$ cat config.mk
export PLATFORM = sky130hd
export DESIGN_NAME = bp_resolve_queue
export DESIGN_NICKNAME = d
export VERILOG_FILES = /design/src/rtl/bp_resolve_queue.sv
export SDC_FILE = /design/constraint.sdc
export NUM_CORES = 1
export LEC_CHECK = 0
export CORE_MARGIN = 5
export CORE_UTILIZATION = 40
export CTS_CLUSTER_DIAMETER = 50
export DETAILED_ROUTE_END_ITERATION = 6
export SLEW_MARGIN = 20
export SYNTH_ARGS = -nofsm -noshare
export SYNTH_HDL_FRONTEND = slang
export SYNTH_SLANG_ARGS = --single-unit
export TNS_END_PERCENT = 5
$ cat constraint.sdc
create_clock -name clk -period 7.5 [get_ports clk]
set_input_delay 0.75 -clock clk [delete_from_list [all_inputs] [get_ports clk]]
set_output_delay 0.75 -clock clk [all_outputs]
set_load 0.02 [all_outputs]
$ cat src/rtl/bp_resolve_queue.sv
`default_nettype none
// ============================================================================
// Module   : bp_resolve_queue
// Brief    : In-order branch resolution FIFO with predictor update and flush.
// Revision : 1.0
// ============================================================================
module bp_resolve_queue #(
    parameter int DEPTH = 4,
    parameter int CNT_W = 16
) (
    input  logic                     clk,
    input  logic                     rst,
    input  logic                     i_fetch_valid,
    input  logic [31:0]              i_fetch_pc,
    input  logic                     i_pred_taken,
    input  logic [31:0]              i_pred_target,
    input  logic                     i_ex_valid,
    input  logic                     i_ex_taken,
    input  logic [31:0]              i_ex_target,
    output logic                     o_update,
    output logic                     o_taken,
    output logic [31:0]              o_pc_ex,
    output logic                     o_mispredict,
    output logic [31:0]              o_redirect_pc,
    output logic                     o_full,
    output logic                     o_empty,
    output logic [$clog2(DEPTH):0]   o_count,
    output logic                     o_overflow,
    output logic                     o_underflow,
    output logic [CNT_W-1:0]         o_branch_cnt,
    output logic [CNT_W-1:0]         o_mispred_cnt
);

    localparam int               c_aw    = $clog2(DEPTH);
    localparam logic [c_aw:0]    c_depth = DEPTH[c_aw:0];

    logic [31:0]       r_pc_mem  [DEPTH];
    logic              r_pt_mem  [DEPTH];
    logic [31:0]       r_tgt_mem [DEPTH];

    logic [c_aw-1:0]   r_wr_ptr, r_rd_ptr;
    logic [c_aw:0]     r_count;
    logic              r_full, r_empty;
    logic              r_update, r_taken, r_mispredict;
    logic [31:0]       r_pc_ex, r_redirect_pc;
    logic              r_overflow, r_underflow;
    logic [CNT_W-1:0]  r_branch_cnt, r_mispred_cnt;

    logic [31:0]       w_head_pc, w_head_tgt, w_redirect;
    logic              w_head_taken;
    logic              w_pop, w_mis, w_pop_ok, w_push, w_wr_en;
    logic [c_aw:0]     w_count_nxt;

    assign w_head_pc    = r_pc_mem[r_rd_ptr];
    assign w_head_taken = r_pt_mem[r_rd_ptr];
    assign w_head_tgt   = r_tgt_mem[r_rd_ptr];

    always_comb begin
        w_pop      = i_ex_valid & ~r_empty;
        w_mis      = w_pop & ((w_head_taken != i_ex_taken) |
                              (i_ex_taken & (w_head_tgt != i_ex_target)));
        w_pop_ok   = w_pop & ~w_mis;
        // A correct pop frees a slot in the same cycle, so a full queue still accepts.
        w_push     = i_fetch_valid & (~r_full | w_pop_ok);
        w_wr_en    = w_push & ~w_mis;
        w_redirect = i_ex_taken ? i_ex_target : (w_head_pc + 32'd4);
        w_count_nxt = r_count;
        if (w_mis) begin
            w_count_nxt = '0;
        end else if (w_wr_en & ~w_pop_ok) begin
            w_count_nxt = r_count + (c_aw+1)'(1);
        end else if (~w_wr_en & w_pop_ok) begin
            w_count_nxt = r_count - (c_aw+1)'(1);
        end
    end

    always_ff @(posedge clk) begin
        if (w_wr_en) begin
            r_pc_mem[r_wr_ptr]  <= i_fetch_pc;
            r_pt_mem[r_wr_ptr]  <= i_pred_taken;
            r_tgt_mem[r_wr_ptr] <= i_pred_target;
        end
    end

    always_ff @(posedge clk or negedge rst) begin
        if (!rst) begin
            r_wr_ptr      <= '0;
            r_rd_ptr      <= '0;
            r_count       <= '0;
            r_full        <= 1'b0;
            r_empty       <= 1'b1;
            r_update      <= 1'b0;
            r_taken       <= 1'b0;
            r_mispredict  <= 1'b0;
            r_pc_ex       <= '0;
            r_redirect_pc <= '0;
            r_overflow    <= 1'b0;
            r_underflow   <= 1'b0;
            r_branch_cnt  <= '0;
            r_mispred_cnt <= '0;
        end else begin
            r_count  <= w_count_nxt;
            r_full   <= (w_count_nxt == c_depth);
            r_empty  <= (w_count_nxt == '0);
            // A flush empties the queue by snapping the read pointer to the write pointer.
            if (w_mis) begin
                r_rd_ptr <= r_wr_ptr;
            end else begin
                if (w_pop_ok) r_rd_ptr <= r_rd_ptr + c_aw'(1);
                if (w_wr_en)  r_wr_ptr <= r_wr_ptr + c_aw'(1);
            end
            r_update     <= w_pop;
            r_mispredict <= w_mis;
            if (w_pop) begin
                r_taken       <= i_ex_taken;
                r_pc_ex       <= w_head_pc;
                r_redirect_pc <= w_redirect;
                if (r_branch_cnt != '1) r_branch_cnt <= r_branch_cnt + CNT_W'(1);
            end
            if (w_mis && r_mispred_cnt != '1) r_mispred_cnt <= r_mispred_cnt + CNT_W'(1);
            if (i_fetch_valid & r_full & ~w_pop_ok) r_overflow  <= 1'b1;
            if (i_ex_valid & r_empty)               r_underflow <= 1'b1;
        end
    end

    assign o_update      = r_update;
    assign o_taken       = r_taken;
    assign o_pc_ex       = r_pc_ex;
    assign o_mispredict  = r_mispredict;
    assign o_redirect_pc = r_redirect_pc;
    assign o_full        = r_full;
    assign o_empty       = r_empty;
    assign o_count       = r_count;
    assign o_overflow    = r_overflow;
    assign o_underflow   = r_underflow;
    assign o_branch_cnt  = r_branch_cnt;
    assign o_mispred_cnt = r_mispred_cnt;

endmodule
`default_nettype wire

==> results of run 1 <==
==> critical path, cell delays in order (launching register included) <==
cell,delay (ns)
dfrtp_4,0.66
buf_16,0.32
mux4_2,0.55
xnor2_1,0.18
nand4_1,0.19
nor4_4,0.45
a31oi_4,0.20
nand2_1,0.16
and3_1,0.29
and2_2,0.74
buf_4,0.59
==> placed cells by master (no fill, tap or decap), types with 17 or more instances in the layout <==
master,instances
a21oi_1,23
and3_1,18
clkbuf_16,44
clkdlybuf4s50_1,205
dfrtp_1,107
edfxtp_1,260
mux4_2,64
nand2_1,152
nand3_1,17
nand4_1,18
nor2_1,36
o21ai_0,34
xnor2_1,75
==> per-stage QoR <==
step	hold WS (ns)	instances	util	power (uW)	cell area, um2
2_1_floorplan	0.454	977	-	4610	15200
3_3_place_gp	0.441	1659	0.472	5600	17800
3_5_place_dp	0.454	1659	0.472	5620	17800
4_1_cts	0.329	1741	0.510	7730	19200
5_1_grt	0.360	1742	0.510	8040	19200
6_report	0.283	1742	0.510	7640	19200
==> layout make-up <==
cell class | instances | area (um2) | area share
flip-flops and latches | 370 | 10600 | 0.550
multi-input cells | 547 | 4370 | 0.227
repair buffers | 219 | 2170 | 0.113
clock buffers | 54 | 1160 | 0.0603
well taps | 511 | 639 | 0.0333
clock inverters | 28 | 273 | 0.0142
inverters | 13 | 48.8 | 0.00254
==> layer usage <==
metal	wire [um]	vias up
li1	-	4070
met3	2800	59
met5	12	-
met1	16400	4489
met2	18000	294
met4	917	2
==> state kept, by name, indices dropped and copies added (netlist names) <==
register       flops
o_branch_cnt      16
o_count            3
o_empty            1
o_full             1
o_mispred_cnt     16
o_mispredict       1
o_overflow         1
o_pc_ex           32
o_redirect_pc     32
o_taken            1
o_underflow        1
o_update           1
r_pc_mem         128
r_pt_mem           4
r_rd_ptr           2
r_tgt_mem        128
r_wr_ptr           2
==> cell families after synthesis <==
logic type / count (synthesis) / synth area share
buf+inv: 60 / 0.0217
simple gates: 287 / 0.0902
compound gates: 81 / 0.0306
xor+xnor: 88 / 0.0506
flops: 370 / 0.693
mux: 82 / 0.107
fa+ha+maj: 9 / 0.00739
==> power groups by stage <==
stage	combinational, uW	clock, uW	sequential (uW)
after detailed placement	2540	0	3090
final	2570	2080	2990
after floorplan	1410	0	3200
after global routing	2770	2210	3050
after CTS	2550	2130	3050
after global placement	2520	0	3080
==> how the worst max path moves through the flow <==
stage,start,end,cells after the start
6_report,r_rd_ptr[0],r_pc_mem[0][14],10
5_1_grt,r_rd_ptr[0],r_pc_mem[0][14],10
4_1_cts,r_rd_ptr[0],r_pc_mem[0][14],9
3_5_place_dp,r_rd_ptr[0],r_pc_mem[0][14],9
3_3_place_gp,r_rd_ptr[0],r_pc_mem[0][14],9
2_1_floorplan,r_rd_ptr[0],r_pc_mem[0][0],11
==> flow_summary.ini, run 1 <==
[clock_tree]
cts_tree = done
clockBufferDepth = 3
postCtsHoldBufs = 0
post_cts_buffers = 0
clk_latency_ns = 0.55
ctsResizeCount = 0
cts_made_buffers = 44
cts.htree.levels = 2
root_buffer = clkbuf_16
clkTransAtPathRegs_ns = 0.06
clock-sinks = 370

[critical_path]
worstSetupPathType = flip-flop to flip-flop
r2r_end = r_pc_mem[0][14]
critPathArrivalTime_ns = 4.96
reg2reg_depth = 10
end_kind = flip-flop
r2r_slack_ns = 2.73
crit_fanout = 36
worstPathRequired_ns = 7.68
rr_startpoint = r_rd_ptr[0]
startpoint_type = flip-flop

[drt]
num_vias = 8914
drc = 0
drt_iter0_markers = 546
wl_per_cell_um = 21.9
via_per_inst = 5.12
wirelength_mm = 38.2
dr.pass1.iters = 5
ant_nets = 0

[floorplanning]
ios = 208
dieArea_mm2 = 0.0421
initial_utilization = 0.405
rows = 71
die_height_um = 205
die_w_um = 205
coreArea_mm2 = 0.0377

[sta]
min_period_ns = 4.77
worstMarginPinSlew_ns = 1.04
finalWorstSetupSlack_ns = 2.73
hold_violations = 0
relSlewSlack = 0.304
skew_ns = 0.0125
setup_tns_ns = 0
rsz0062_at_grt = no
slew_violations = 0
setup_viol = 0
fmax_mhz = 209
post-route-period-util = 0.637

[synth]
syn_inst = 977
synth_area_mm2 = 0.0152
synthesis.nets = 1088
synth.avg_cell_area_um2 = 15.6
synth_area_leaders = edfxtp_1 (51%), dfrtp_1 (18%), mux4_2 (9.5%)
synthArstFlopShare = 0.297
synth_edf_count = 260
ys_seq_area_frac = 0.693
yosysMostFrequentCell = edfxtp_1
synth_top_area_cell = edfxtp_1
synthFlopType = edfxtp_1
ys_warn_count = 0
synth_top_area_frac = 0.512
ys_types = 54
synth_top_cells_by_count = edfxtp_1 (260), nand2_1 (152), dfrtp_1 (109)
synth_seq_cells = 370

[placement]
dp_hpwl_mm = 26.2
place_ws_ns = 2.43
port_buffers = 207
place.gp.congestion = 0.806

[finish]
nNetsFinal = 1306
diodes = 0
drive_above_1_share = 0.138
nFillCells = 3219
area_delta_synth_final_pct = 26.1

[global_routing]
grt.met3_usage = 0.0429
track_usage = 0.180
grt_first_pass_wirelength_mm = 57.1
met1_usage = 0.250
busiest_layer = met2
grt_pass1_vias = 9097
grt_max_degree = 101
grt.overflow.total = 0
antenna_found_initial = 1
met2_usage = 0.285

[power_and_ir_drop]
power.leakage_uw = 0.00694
internal_power_uw = 5070
seqPwrFrac = 0.391
clockPowerShare = 0.272
p_switching_uw = 2570
peakVddDrop_v = 0.000202
sw_frac_of_total = 0.337
pwr-share-comb = 0.336
p_per_area_mw_per_mm2 = 398

[hold_path]
hold_path.class = input pin to asynchronous set/reset pin

[flow_run]
max_cap_violations = 0

[outcome]
status = finished, final reports clean
Note: power is estimated with default switching activity, not from simulation.
==> inputs of run 2 (changes only) <==
clock period = 4.6 ns   (was 7.5 ns; I/O delays follow)
==> run 2 against run 1 <==
  * Routed wire length fell by 0.28%
  * Combinational power is 65% higher
  * Power rose by 63%
  * Final area is 0.18% higher
  * Largest cell class unchanged
  * Critical endpoint is now r_tgt_mem[3][1]
  * Highest routed layer unchanged
  * Core utilization rose by 0.090 points
==> flow_summary.ini, run 2 (synthesized netlist as in run 1, its figures left out) <==
[drt]
ant_nets = 0
drt_iter0_markers = 585
wirelength_mm = 38.1
via_per_inst = 5.11
num_vias = 8936
dr.pass1.iters = 5
drc = 0
wl_per_cell_um = 21.8

[clock_tree]
post_cts_buffers = 0
postCtsHoldBufs = 1
clkTransAtPathRegs_ns = 0.06
clk_latency_ns = 0.54
cts_made_buffers = 44
cts.htree.levels = 2
cts_tree = done
ctsResizeCount = 0
clockBufferDepth = 3
root_buffer = clkbuf_16
clock-sinks = 370

[finish]
final_util = 0.511
drive_above_1_share = 0.138
nNetsFinal = 1313
stdcell_area_mm2 = 0.0193
final_cell_mix = edfxtp_1 (260), clkdlybuf4s50_1 (205), nand2_1 (152), dfrtp_1 (107), xnor2_1 (75)
area_delta_synth_final_pct = 26.3
layout.area.seq_mm2 = 0.0106
nFillCells = 3192
final_common_cell = edfxtp_1
reg_top3 = r_pc_mem: 128 flops, r_tgt_mem: 128 flops
multi_input_area_mm2 = 0.00437

[placement]
port_buffers = 207
dp_hpwl_mm = 26.1
place_area_mm2 = 0.0178
place.gp.congestion = 0.790

[critical_path]
reg2reg_depth = 10
critPathArrivalTime_ns = 4.01
worstSetupPathType = flip-flop to flip-flop
crit_fanout = 33
end_kind = flip-flop
r2r_slack_ns = 0.76
rr_startpoint = r_rd_ptr[0]
worstPathRequired_ns = 4.76
startpoint_type = flip-flop
r2r_end = r_tgt_mem[3][1]

[floorplanning]
rows = 71
ios = 208
die_w_um = 205
initial_utilization = 0.405
dieArea_mm2 = 0.0421
die_height_um = 205
coreArea_mm2 = 0.0377

[power_and_ir_drop]
peakVddDrop_v = 0.000295
p_per_area_mw_per_mm2 = 645
power.leakage_uw = 0.00696

[global_routing]
grt_max_degree = 63
grt.overflow.total = 0
track_usage = 0.179
antenna_found_initial = 2
grt_pass1_vias = 8944
grt_first_pass_wirelength_mm = 56.8

[sta]
fmax_mhz = 260
hold_violations = 0
setup_tns_ns = 0
holdWs_ns = 0.461
worstMarginPinSlew_ns = 0.760
min_period_ns = 3.84
relSlewSlack = 0.493
rsz0062_at_grt = no
slew_violations = 0
skew_ns = 0.0197
post-route-period-util = 0.836
setup_viol = 0

[hold_path]
hold_path.class = input pin to asynchronous set/reset pin

[outcome]
status = finished, final reports clean

[flow_run]
max_cap_violations = 0
[run 2: worst max-delay path by stage]
stage	start	end	cells past startpoint
CTS	r_rd_ptr[0]	r_tgt_mem[0][4]	9
floorplan	r_rd_ptr[0]	r_pc_mem[1][0]	11
finish	r_rd_ptr[0]	r_tgt_mem[3][1]	10
global placement	r_rd_ptr[0]	r_tgt_mem[1][13]	9
detailed placement	r_rd_ptr[0]	r_tgt_mem[3][2]	9
global route	r_rd_ptr[0]	r_tgt_mem[0][8]	10
[run 2: per-stage QoR]
step,total power [uW],std cells,worst slack (ns)
final,12400,1748,0.756
after global routing,13100,1747,0.463
after CTS,12600,1747,0.680
after detailed placement,9220,1666,0.699
after global placement,9170,1666,0.793
after floorplan,7520,977,0.274
[run 2: cell type report]
cell class                      count  area share
Antenna cell                        1    0.000130
Clock buffer                       61      0.0642
Clock inverter                     19     0.00864
Inverter                           13     0.00253
Multi-Input combinational cell    547       0.227
Sequential cell                   370       0.549
Tap cell                          511      0.0332
Timing Repair Buffer              226       0.116
[run 2: power by group]
part           total [uW]  switching [uW]  internal (uW)
Combinational        4240            2380           1860
Clock                3330            1330           2000
Sequential           4860             426           4430
Total               12400            4130           8290
[run 2: routing by layer]
metal,share of wire,track usage
met5,0.00034,0
met4,0.022,0.0478
met3,0.076,0.0460
met2,0.47,0.281
met1,0.43,0.252
[run 2: critical path: stages (launching register included)]
cell     delay (ns)
dfrtp_4        0.64
buf_12         0.25
mux4_2         0.52
xnor2_1        0.19
nand3_1        0.18
nor4_4         0.36
a31oi_4        0.19
nand2_1        0.17
and3_1         0.29
and2_2         0.19
buf_4          0.45
